File: config.mk
export PLATFORM = sky130hd
export DESIGN_NAME = mem_bus_arbiter
export DESIGN_NICKNAME = d
export VERILOG_FILES = /design/src/rtl/mem_bus_arbiter_pkg.sv /design/src/rtl/mem_bus_arbiter_arb_pick.sv /design/src/rtl/mem_bus_arbiter.sv
export SDC_FILE = /design/constraint.sdc
export NUM_CORES = 1
export LEC_CHECK = 0
export BUFFER_PORTS_ARGS = -buffer_cell sky130_fd_sc_hd__buf_2
export CAP_MARGIN = 10
export CORE_AREA = 10 10 100 102
export CTS_CLUSTER_SIZE = 10
export DETAILED_ROUTE_END_ITERATION = 10
export DIE_AREA = 0 0 110 112
export GPL_TIMING_DRIVEN = 0
export PLACE_DENSITY = 0.74
export SYNTH_ARGS = -nofsm -noshare
export SYNTH_HDL_FRONTEND = slang
export SYNTH_SLANG_ARGS = --single-unit
File: constraint.sdc
create_clock -name clk -period 3.8 [get_ports clk]
set_clock_uncertainty 0.2 [all_clocks]
set_input_delay 0 -clock clk [delete_from_list [all_inputs] [get_ports clk]]
set_output_delay 0 -clock clk [all_outputs]
set_load 0.02 [all_outputs]
File: src/rtl/mem_bus_arbiter_pkg.sv
`default_nettype none
// ============================================================================
// Module      : mem_bus_pkg
// Description : Shared types and default widths for the memory-bus arbiter.
//               It holds the FSM state encoding, the grant encoding and the
//               default parameter values. There are no ports.
// Revision    : 1.0 - initial release
// ============================================================================
package mem_bus_pkg;

  localparam int DEF_ADDR_W     = 32;
  localparam int DEF_DATA_W     = 32;
  localparam int DEF_STARVE_MAX = 4;

  // Wide enough for STARVE_MAX up to 15.
  localparam int STARVE_CNT_W   = 4;

  typedef enum logic [2:0] {
    ST_IDLE   = 3'd0,
    ST_REQ_I  = 3'd1,
    ST_REQ_D  = 3'd2,
    ST_WAIT_I = 3'd3,
    ST_WAIT_D = 3'd4
  } state_t;

  typedef enum logic [1:0] {
    GNT_NONE = 2'd0,
    GNT_INST = 2'd1,
    GNT_DATA = 2'd2
  } grant_t;

endpackage
`default_nettype wire

File: src/rtl/mem_bus_arbiter_arb_pick.sv
`default_nettype none
// ============================================================================
// Module      : arb_pick
// Description : Priority and starvation decision for the memory-bus arbiter.
//               Data wins over instruction fetch unless the fetch has lost
//               STARVE_MAX consecutive grant decisions. The starvation counter
//               is updated only when decide_i marks a grant decision.
// Ports       : clk, rst       - clock, synchronous active-high reset
//               inst_req_i     - instruction request pending
//               data_req_i     - data request pending
//               decide_i       - this cycle is a grant decision point
//               pick_o         - combinational winner (NONE if no request)
// Revision    : 1.0 - initial release
// ============================================================================
import mem_bus_pkg::*;

module arb_pick #(
  parameter int STARVE_MAX = DEF_STARVE_MAX
) (
  input  logic   clk,
  input  logic   rst,
  input  logic   inst_req_i,
  input  logic   data_req_i,
  input  logic   decide_i,
  output grant_t pick_o
);

  localparam logic [STARVE_CNT_W-1:0] C_STARVE_MAX = STARVE_CNT_W'(STARVE_MAX);

  logic [STARVE_CNT_W-1:0] starve_cnt_q;
  logic [STARVE_CNT_W-1:0] starve_cnt_d;
  logic                    w_starved;

  assign w_starved = (starve_cnt_q == C_STARVE_MAX);

  always_comb begin
    pick_o = GNT_NONE;
    if (inst_req_i && (!data_req_i || w_starved)) begin
      pick_o = GNT_INST;
    end else if (data_req_i) begin
      pick_o = GNT_DATA;
    end
  end

  // The count only means something while a fetch is waiting, so any decision
  // taken with inst_req low (or that serves the fetch) starts it over.
  always_comb begin
    starve_cnt_d = starve_cnt_q;
    if (decide_i) begin
      if (pick_o == GNT_DATA && inst_req_i) begin
        if (!w_starved) begin
          starve_cnt_d = starve_cnt_q + STARVE_CNT_W'(1);
        end
      end else begin
        starve_cnt_d = '0;
      end
    end
  end

  always_ff @(posedge clk) begin
    if (rst) begin
      starve_cnt_q <= '0;
    end else begin
      starve_cnt_q <= starve_cnt_d;
    end
  end

endmodule
`default_nettype wire

File: src/rtl/mem_bus_arbiter.sv
`default_nettype none
// ============================================================================
// Module      : mem_bus_arbiter
// Description : Shares one SRAM-like memory port (req/addr_ok/data_ok)
//               between the instruction-fetch requester (read only) and the
//               MEM-stage data requester (read/write). One transaction is
//               outstanding at a time. Data has fixed priority, and a
//               starvation counter guarantees fetch progress.
// Ports       : clk, rst                      - clock, sync active-high reset
//               inst_req/addr                 - fetch request
//               inst_addr_ok/data_ok/rdata    - fetch handshake / response
//               data_req/wr/wstrb/addr/wdata  - load/store request
//               data_addr_ok/data_ok/rdata    - data handshake / response
//               mem_req/wr/wstrb/addr/wdata   - downstream request
//               mem_addr_ok/data_ok/rdata     - downstream handshake / data
// Options     : MEM_BUS_ARB_STATS_EN adds the inst_grant_cnt, data_grant_cnt
//               and inst_stall_cnt outputs, each a 32-bit wrapping counter.
// Revision    : 1.0 - initial release
// ============================================================================
import mem_bus_pkg::*;

module mem_bus_arbiter #(
  parameter int ADDR_W     = DEF_ADDR_W,
  parameter int DATA_W     = DEF_DATA_W,
  parameter int STARVE_MAX = DEF_STARVE_MAX
) (
  input  logic                  clk,
  input  logic                  rst,
  input  logic                  inst_req,
  input  logic [ADDR_W-1:0]     inst_addr,
  output logic                  inst_addr_ok,
  output logic                  inst_data_ok,
  output logic [DATA_W-1:0]     inst_rdata,
  input  logic                  data_req,
  input  logic                  data_wr,
  input  logic [DATA_W/8-1:0]   data_wstrb,
  input  logic [ADDR_W-1:0]     data_addr,
  input  logic [DATA_W-1:0]     data_wdata,
  output logic                  data_addr_ok,
  output logic                  data_data_ok,
  output logic [DATA_W-1:0]     data_rdata,
  output logic                  mem_req,
  output logic                  mem_wr,
  output logic [DATA_W/8-1:0]   mem_wstrb,
  output logic [ADDR_W-1:0]     mem_addr,
  output logic [DATA_W-1:0]     mem_wdata,
  input  logic                  mem_addr_ok,
  input  logic                  mem_data_ok,
  input  logic [DATA_W-1:0]     mem_rdata
`ifdef MEM_BUS_ARB_STATS_EN
  ,
  output logic [31:0]           inst_grant_cnt,
  output logic [31:0]           data_grant_cnt,
  output logic [31:0]           inst_stall_cnt
`endif
);

  state_t state_q;
  state_t state_d;
  grant_t grant_q;
  grant_t grant_d;
  grant_t w_pick;
  logic   w_decide;

  // A grant decision is taken whenever the bus is free: while idle, and in
  // the response cycle of the current transaction so that the next request
  // goes out with no bubble.
  always_comb begin
    w_decide = 1'b0;
    case (state_q)
      ST_IDLE:              w_decide = 1'b1;
      ST_WAIT_I, ST_WAIT_D: w_decide = mem_data_ok;
      default:              w_decide = 1'b0;
    endcase
  end

  arb_pick #(
    .STARVE_MAX (STARVE_MAX)
  ) u_arb_pick (
    .clk        (clk),
    .rst        (rst),
    .inst_req_i (inst_req),
    .data_req_i (data_req),
    .decide_i   (w_decide),
    .pick_o     (w_pick)
  );

  // --------------------------------------------------------------------------
  // State register
  // --------------------------------------------------------------------------
  always_ff @(posedge clk) begin
    if (rst) begin
      state_q <= ST_IDLE;
      grant_q <= GNT_NONE;
    end else begin
      state_q <= state_d;
      grant_q <= grant_d;
    end
  end

  // --------------------------------------------------------------------------
  // Next-state logic
  // --------------------------------------------------------------------------
  always_comb begin
    state_d = state_q;
    grant_d = grant_q;
    if (w_decide) begin
      grant_d = w_pick;
      case (w_pick)
        GNT_INST: state_d = ST_REQ_I;
        GNT_DATA: state_d = ST_REQ_D;
        default:  state_d = ST_IDLE;
      endcase
    end else begin
      // mem_data_ok outside WAIT never reaches here as a decision, so a
      // stray response in REQ leaves the state untouched.
      case (state_q)
        ST_REQ_I: if (mem_addr_ok) state_d = ST_WAIT_I;
        ST_REQ_D: if (mem_addr_ok) state_d = ST_WAIT_D;
        default:  state_d = state_q;
      endcase
    end
  end

  // --------------------------------------------------------------------------
  // Output logic
  // --------------------------------------------------------------------------
  always_comb begin
    mem_req      = 1'b0;
    mem_wr       = 1'b0;
    mem_wstrb    = '0;
    mem_addr     = inst_addr;
    mem_wdata    = '0;
    inst_addr_ok = 1'b0;
    data_addr_ok = 1'b0;
    inst_data_ok = 1'b0;
    data_data_ok = 1'b0;
    inst_rdata   = mem_rdata;
    data_rdata   = mem_rdata;

    if (grant_q == GNT_DATA) begin
      mem_wr    = data_wr;
      mem_wstrb = data_wstrb;
      mem_addr  = data_addr;
      mem_wdata = data_wdata;
    end

    case (state_q)
      ST_REQ_I: begin
        mem_req      = 1'b1;
        inst_addr_ok = mem_addr_ok;
      end
      ST_REQ_D: begin
        mem_req      = 1'b1;
        data_addr_ok = mem_addr_ok;
      end
      ST_WAIT_I: inst_data_ok = mem_data_ok;
      ST_WAIT_D: data_data_ok = mem_data_ok;
      default: begin
      end
    endcase
  end

`ifdef MEM_BUS_ARB_STATS_EN
  logic [31:0] inst_grant_cnt_q;
  logic [31:0] data_grant_cnt_q;
  logic [31:0] inst_stall_cnt_q;
  logic        w_inst_grant;
  logic        w_data_grant;
  logic        w_inst_stall;

  assign w_inst_grant = w_decide && (w_pick == GNT_INST);
  assign w_data_grant = w_decide && (w_pick == GNT_DATA);
  // The fetch counts as served both in the cycle it is chosen and while its
  // request is on the bus.
  assign w_inst_stall = inst_req && !w_inst_grant && (state_q != ST_REQ_I);

  always_ff @(posedge clk) begin
    if (rst) begin
      inst_grant_cnt_q <= '0;
      data_grant_cnt_q <= '0;
      inst_stall_cnt_q <= '0;
    end else begin
      if (w_inst_grant) inst_grant_cnt_q <= inst_grant_cnt_q + 32'd1;
      if (w_data_grant) data_grant_cnt_q <= data_grant_cnt_q + 32'd1;
      if (w_inst_stall) inst_stall_cnt_q <= inst_stall_cnt_q + 32'd1;
    end
  end

  assign inst_grant_cnt = inst_grant_cnt_q;
  assign data_grant_cnt = data_grant_cnt_q;
  assign inst_stall_cnt = inst_stall_cnt_q;
`endif

endmodule
`default_nettype wire

==> results of run 1 <==
==> worst min-delay path, delay by kind of cell <==
family / cells / cell delay (ns)
compound gates: 2 / 0.26
buf+inv: 2 / 0.15
==> power groups by stage <==
stage / Sequential (W) / Clock, W / Combinational (W)
after detailed placement: 0.000106 / 0 / 0.000512
after CTS: 0.000105 / 0.000118 / 0.000515
after global placement: 0.000106 / 0 / 0.000504
after floorplan: 0.000106 / 0 / 0.000326
after global routing: 0.000105 / 0.000126 / 0.000543
final: 0.000105 / 0.000116 / 0.000507
==> how the worst max path moves through the flow <==
stage | from | end | slack, ns | cells after the start
2_1_floorplan | u_arb_pick.starve_cnt_q[0]$_SDFFE_PP0P_ | u_arb_pick.starve_cnt_q[2]$_SDFFE_PP0P_ | 2.27 | 6
3_3_place_gp | grant_q[1]$_SDFFE_PP0N_ | mem_wdata[30] | 2.07 | 6
3_5_place_dp | grant_q[1]$_SDFFE_PP0N_ | mem_wdata[29] | 2.05 | 6
4_1_cts | grant_q[1]$_SDFFE_PP0N_ | mem_wdata[26] | 1.78 | 6
5_1_grt | grant_q[1]$_SDFFE_PP0N_ | mem_wdata[28] | 1.65 | 6
6_report | grant_q[1]$_SDFFE_PP0N_ | mem_wstrb[2] | 1.82 | 6
==> layout make-up <==
| class | instances | share of cell area |
|---|---|---|
| Clock inverter | 1 | 0.00161 |
| Multi-Input combinational cell | 118 | 0.305 |
| Tap cell | 105 | 0.0421 |
| Timing Repair Buffer | 246 | 0.398 |
| Clock buffer | 3 | 0.0132 |
| Buffer | 76 | 0.171 |
| Inverter | 9 | 0.0108 |
| Sequential cell | 9 | 0.0578 |
==> repair_timing <==
action / 4_1_cts / 5_1_grt
endpoints found under the hold margin: 4 / 0
buffers inserted: 0 / 0
gates resized for setup: 0 / 0
hold buffers: 2 / 0
==> state kept, by name, summed over array words and instances (netlist names) <==
name,cells
u_arb_pick.starve_cnt_q,4
state_q,3
grant_q,2
==> stage by stage <==
step	area [sq um]	power, W	setup WS (ns)
2_1_floorplan	1700	0.000431	2.27
3_3_place_gp	3050	0.000610	2.07
3_5_place_dp	3050	0.000618	2.05
4_1_cts	3120	0.000738	1.78
5_1_grt	3120	0.000775	1.65
6_report	3120	0.000727	1.82
==> Yosys cell counts <==
cell	count	area share
sky130_fd_sc_hd__mux2_2	32	0.21
sky130_fd_sc_hd__and2_1	37	0.14
sky130_fd_sc_hd__buf_4	64	0.28
sky130_fd_sc_hd__or3_1	3	0.011
sky130_fd_sc_hd__clkbuf_1	5	0.011
sky130_fd_sc_hd__a211oi_2	1	0.0074
sky130_fd_sc_hd__nand2_1	4	0.0088
sky130_fd_sc_hd__o311ai_4	1	0.015
sky130_fd_sc_hd__and3_1	1	0.0037
sky130_fd_sc_hd__o31ai_2	1	0.0074
sky130_fd_sc_hd__o311a_1	1	0.0059
sky130_fd_sc_hd__o31ai_1	1	0.0044
sky130_fd_sc_hd__nand2_2	1	0.0037
sky130_fd_sc_hd__o211ai_4	1	0.013
sky130_fd_sc_hd__o32ai_1	2	0.010
sky130_fd_sc_hd__a21oi_1	9	0.027
sky130_fd_sc_hd__buf_2	7	0.021
sky130_fd_sc_hd__nor2b_1	2	0.0074
sky130_fd_sc_hd__nand3_1	2	0.0059
sky130_fd_sc_hd__a211oi_1	1	0.0044
sky130_fd_sc_hd__mux2i_1	1	0.0059
sky130_fd_sc_hd__nand3b_1	1	0.0044
sky130_fd_sc_hd__a2bb2oi_1	1	0.0052
sky130_fd_sc_hd__inv_1	9	0.020
sky130_fd_sc_hd__o21ai_0	3	0.0088
sky130_fd_sc_hd__nand2b_1	4	0.015
sky130_fd_sc_hd__dfxtp_1	9	0.11
sky130_fd_sc_hd__or3b_1	1	0.0052
sky130_fd_sc_hd__nor2_1	4	0.0088
sky130_fd_sc_hd__nand4b_2	1	0.0088
sky130_fd_sc_hd__ha_1	2	0.015
==> cells by family (layout without fill, tap and decap cells) <==
kind of cell / after synthesis / count (layout) / share of synthesized area
muxes: 33 / 33 / 0.218
buffers and inverters: 85 / 335 / 0.334
and+or+nand+nor: 61 / 61 / 0.219
adders and majority gates: 2 / 2 / 0.0147
AOI/OAI and AO/OA: 22 / 22 / 0.108
DFF: 9 / 9 / 0.106
==> routing by layer <==
layer | track usage | vias up | share of wire
met1 | 0.145 | 1053 | 0.34
met2 | 0.275 | 112 | 0.56
li1 | - | 1132 | -
met5 | 0 | - | 0
met4 | 0.0252 | 0 | 0.0078
met3 | 0.0340 | 9 | 0.099
==> results.toml, run 1 <==
[clock_network]
tritoncts_clock_tree = "done"
cts-root-buf = "sky130_fd_sc_hd__clkbuf_8"
total_number_of_h_tree_levels = 1
insertion_delay_ns = 0.24
cts.sinks = 9
clk_pin_slew_ns = 0.05
tritoncts.num_buffers = 3
cts_max_path_buffers = 2

[layout]
fillerInstances = 857
register_area_sq_um = 180
drive_above_1_share = 0.773
multi_input_comb_area_sq_um = 951
finish.utilization = 0.387
fin_cells = 567
commonest_cells_after_routing_fill_and_taps_aside = "sky130_fd_sc_hd__buf_2 (251), sky130_fd_sc_hd__buf_4 (64), sky130_fd_sc_hd__and2_1 (37)"
layout.nets = 604
antenna_cells = 0
final_common_cell = "sky130_fd_sc_hd__buf_2"
area_growth_pct = 83.5

[worst_setup_path]
timing.critical_path.mode_cell = "sky130_fd_sc_hd__buf_2"
critical_path_cell_list = "nor2b_1 > buf_2 > buf_2 > clkbuf_1 > and2_1 > buf_2"
arrival_ns = 1.78
worst_ep_required_time_ns = 3.60
worstRegToRegCells = 6
cpPeakStageDelay_ns = 0.31
r2r-start = "u_arb_pick.starve_cnt_q[0]$_SDFFE_PP0P_"
path_max_fanout = 10
timing.critical_path.max_delay_family = "buffers and inverters"
reg2reg_to = "u_arb_pick.starve_cnt_q[3]$_SDFFE_PP0P_"
criticalPathCategory = "register to primary output"
startpoint_type = "register"
timing.critical_path.slowest_stage_cell = "sky130_fd_sc_hd__dfxtp_1"
crit_buf_inv = 4
setup.worst_path.end_class = "primary output"
reg2reg_setup_slack_ns = 2.07

[pwr]
static_leakage_nw = 1.84
switchingPower_w = 0.000328
swShare = 0.451
clock_power_share = 0.159
share_comb_of_total_power = 0.697
sequentialPowerShare = 0.144
cell_internal_pwr_w = 0.000399
vdd.ir_drop.worst_uv = 167
power_density_nw_per_um2 = 233

[timing]
tightest_slew_ns = 0.462
final.period_utilization = 0.520
period_needed_ns = 1.98
final-setup-viol-count = 0
whs_ns = 0.0123
maxClockFrequency_ghz = 0.506
timing.final.max_slew_violations = 0
worst_case_headroom_to_the_max_slew_limit = 0.692
tns_ns = 0
final_hold_viol_count = 0
grt_setup_unrepaired = "false"

[die]
core_area_sq_um = 8050
floorplan.rows = 33
initial_utilization = 0.211
chipWidth_microns = 110
die_h_microns = 112
design.die.area_sq_um = 12300
ios = 277

[yosys]
synth-seq-cells = 9
proportion_of_synthesized_chip_area_in_sequential_cells = 0.106
postSynthCellCount = 212
yosys_warnings = 0
synth.net_count = 353
synth.lib_cells_used.distinct = 31
synth_area_sq_um = 1700
synth.avg_cell_area_sq_um = 8.01

[run]
maxCapViolCount = 0

[worst_hold_path]
min-delay-path-class = "input port to register"
worst_hold_path_stage_count = 4
hold_path.startpoint = "inst_req"
hold-path-endpoint = "grant_q[1]$_SDFFE_PP0N_"

[global_routing]
global_route.usage.total = 0.141
sum_of_overflow_across_all_layers_after_global_routing = 0
grt_start_max_net_pins = 11
vias_in_the_first_global_route = 2353
antenna_violations_before_repair = 0
grt_pass1_wl_microns = 13900

[place]
placed_cells_incl_taps = 561
io_buffers = 244
detailedPlacementHpwl_microns = 9170
gp_congestion = 0.889

[drt]
drc = 0
route.antenna.remaining_nets = 0
routed_wire_length_per_instance_microns = 17.6
vias_per_cell = 4.07
firstDrtPassIters = 4
wire_length_reported_by_the_detailed_router_microns = 9960
detail_route.iter0.violations = 109
routed-via-count = 2306

[status]
outcome = "finished, final reports clean"
No activity file was read; power rests on OpenSTA's default activity.
==> inputs of run 2 (changes only) <==
- clock period: 3.8 -> 1.9 ns (I/O delays scaled with it)
==> run 2 against run 1 <==
- largest power group unchanged
- final cell count did not move
- utilization rose by 0.19 points
- non-clock buffer count did not move
- highest routed layer unchanged
==> results.toml, run 2 (synthesized netlist as in run 1, its figures left out) <==
[worst_setup_path]
startpoint_type = "register"
arrival_ns = 1.60
worst_ep_required_time_ns = 1.70
criticalPathCategory = "register to primary output"
startpoint = "grant_q[1]$_SDFFE_PP0N_"
reg2reg_to = "u_arb_pick.starve_cnt_q[3]$_SDFFE_PP0P_"
reg2reg_setup_slack_ns = 0.17
timing.critical_path.to = "mem_addr[21]"
setup.worst_path.end_class = "primary output"
worstRegToRegCells = 6
r2r-start = "u_arb_pick.starve_cnt_q[0]$_SDFFE_PP0P_"
path_max_fanout = 10

[layout]
area_growth_pct = 84.4
commonest_cells_after_routing_fill_and_taps_aside = "sky130_fd_sc_hd__buf_2 (248), sky130_fd_sc_hd__buf_4 (67), sky130_fd_sc_hd__and2_1 (37)"
max_ffs_per_register = 4
fillerInstances = 855
register_area_sq_um = 180
layout_top_registers = "u_arb_pick.starve_cnt_q x4, state_q x3, grant_q x2"
layout.nets = 604
antenna_cells = 0
stdcell_area_sq_um = 3130
final_common_cell = "sky130_fd_sc_hd__buf_2"
multi_input_comb_area_sq_um = 951
drive_above_1_share = 0.777
register_containing_the_most_flip_flops_in_the_final_layout = "u_arb_pick.starve_cnt_q"

[worst_hold_path]
min-delay-path-class = "input port to register"

[clock_network]
cts.sinks = 9
clk_pin_slew_ns = 0.05
post_cts_buffers = 0
insertion_delay_ns = 0.24
tritoncts_clock_tree = "done"
cts_max_path_buffers = 2
cts-root-buf = "sky130_fd_sc_hd__clkbuf_8"
total_number_of_h_tree_levels = 1
tritoncts.num_buffers = 3

[place]
dpl_cell_area_sq_um = 3050
io_buffers = 244
detailedPlacementHpwl_microns = 9170
gp_congestion = 0.889

[timing]
worst_case_headroom_to_the_max_slew_limit = 0.692
whs_ns = 0.0123
timing.final.max_slew_violations = 0
final.period_utilization = 0.950
final-setup-viol-count = 0
final_hold_viol_count = 0
tightest_slew_ns = 0.462
maxClockFrequency_ghz = 0.554
grt_setup_unrepaired = "true"
period_needed_ns = 1.80

[drt]
detail_route.iter0.violations = 119
firstDrtPassIters = 4
route.antenna.remaining_nets = 0
drc = 0
vias_per_cell = 4.08
routed_wire_length_per_instance_microns = 17.6
routed-via-count = 2311
wire_length_reported_by_the_detailed_router_microns = 9960

[pwr]
power_density_nw_per_um2 = 467
report.power.total_w = 0.00146
static_leakage_nw = 1.85
vdd.ir_drop.worst_uv = 333

[die]
die_h_microns = 112
core_area_sq_um = 8050
initial_utilization = 0.211
floorplan.rows = 33
design.die.area_sq_um = 12300
chipWidth_microns = 110
ios = 277

[global_routing]
antenna_violations_before_repair = 0
global_route.usage.total = 0.141
grt_start_max_net_pins = 11
vias_in_the_first_global_route = 2348
grt_pass1_wl_microns = 13900
sum_of_overflow_across_all_layers_after_global_routing = 0

[run]
maxCapViolCount = 0

[status]
outcome = "finished, final reports clean"
-- run 2: layout make-up --
cell class	count	area share
sequential	9	0.0575
clock buffer	3	0.0132
timing repair buffer	246	0.396
inverter	9	0.0108
clock inverter	1	0.00160
buffer	76	0.175
multi-input combinational	118	0.304
tap	105	0.0419
-- run 2: worst min-delay path by stage --
stage | end | depth (start not counted) | from | slack [ns]
6_report | grant_q[1]$_SDFFE_PP0N_ | 4 | inst_req | 0.01
5_1_grt | inst_rdata[14] | 2 | mem_rdata[14] | 0.02
4_1_cts | grant_q[1]$_SDFFE_PP0N_ | 4 | inst_req | 0.01
3_5_place_dp | inst_rdata[11] | 2 | mem_rdata[11] | 0.02
3_3_place_gp | inst_rdata[20] | 2 | mem_rdata[20] | 0.02
2_1_floorplan | data_rdata[0] | 1 | mem_rdata[0] | -0.09
-- run 2: report_power, final --
part | leakage (nW) | switching (W) | total [W] | internal, W
Combinational | 1.75 | 0.000561 | 0.00102 | 0.000461
Clock | 0.0255 | 0.0000874 | 0.000231 | 0.000144
Sequential | 0.0735 | 0.00000743 | 0.000209 | 0.000202
Total | 1.85 | 0.000656 | 0.00146 | 0.000807
-- run 2: per-stage QoR --
step	worst slack (ns)	TNS, ns	utilization	cells
4_1_cts	0.0216	0	0.389	567
6_report	0.0950	0	0.389	567
3_3_place_gp	0.174	0	0.379	561
5_1_grt	-0.0221	-0.138	0.389	567
2_1_floorplan	0.366	0	-	212
3_5_place_dp	0.148	0	0.379	561
-- run 2: worst max-delay path: stages (launching register included) --
cell                       delay, ns
sky130_fd_sc_hd__dfxtp_1        0.31
sky130_fd_sc_hd__nor2b_1        0.12
sky130_fd_sc_hd__clkbuf_4       0.19
sky130_fd_sc_hd__buf_4          0.21
sky130_fd_sc_hd__mux2_2         0.36
sky130_fd_sc_hd__buf_2          0.17
-- run 2: what timing repair did --
item / CTS / global route
endpoints found under the setup margin: 30 / 49
hold buffers: 2 / 0
endpoints found under the hold margin: 4 / 0
gates resized for setup: 5 / 4
cloned: 0 / 0
-- run 2: routing by layer --
layer | routed length [microns] | track usage | vias up | share of wire
met5 | 0 | 0 | - | 0
li1 | - | - | 1132 | -
met4 | 78 | 0.0252 | 0 | 0.0078
met3 | 986 | 0.0334 | 9 | 0.099
met2 | 5530 | 0.275 | 114 | 0.56
met1 | 3360 | 0.146 | 1056 | 0.34
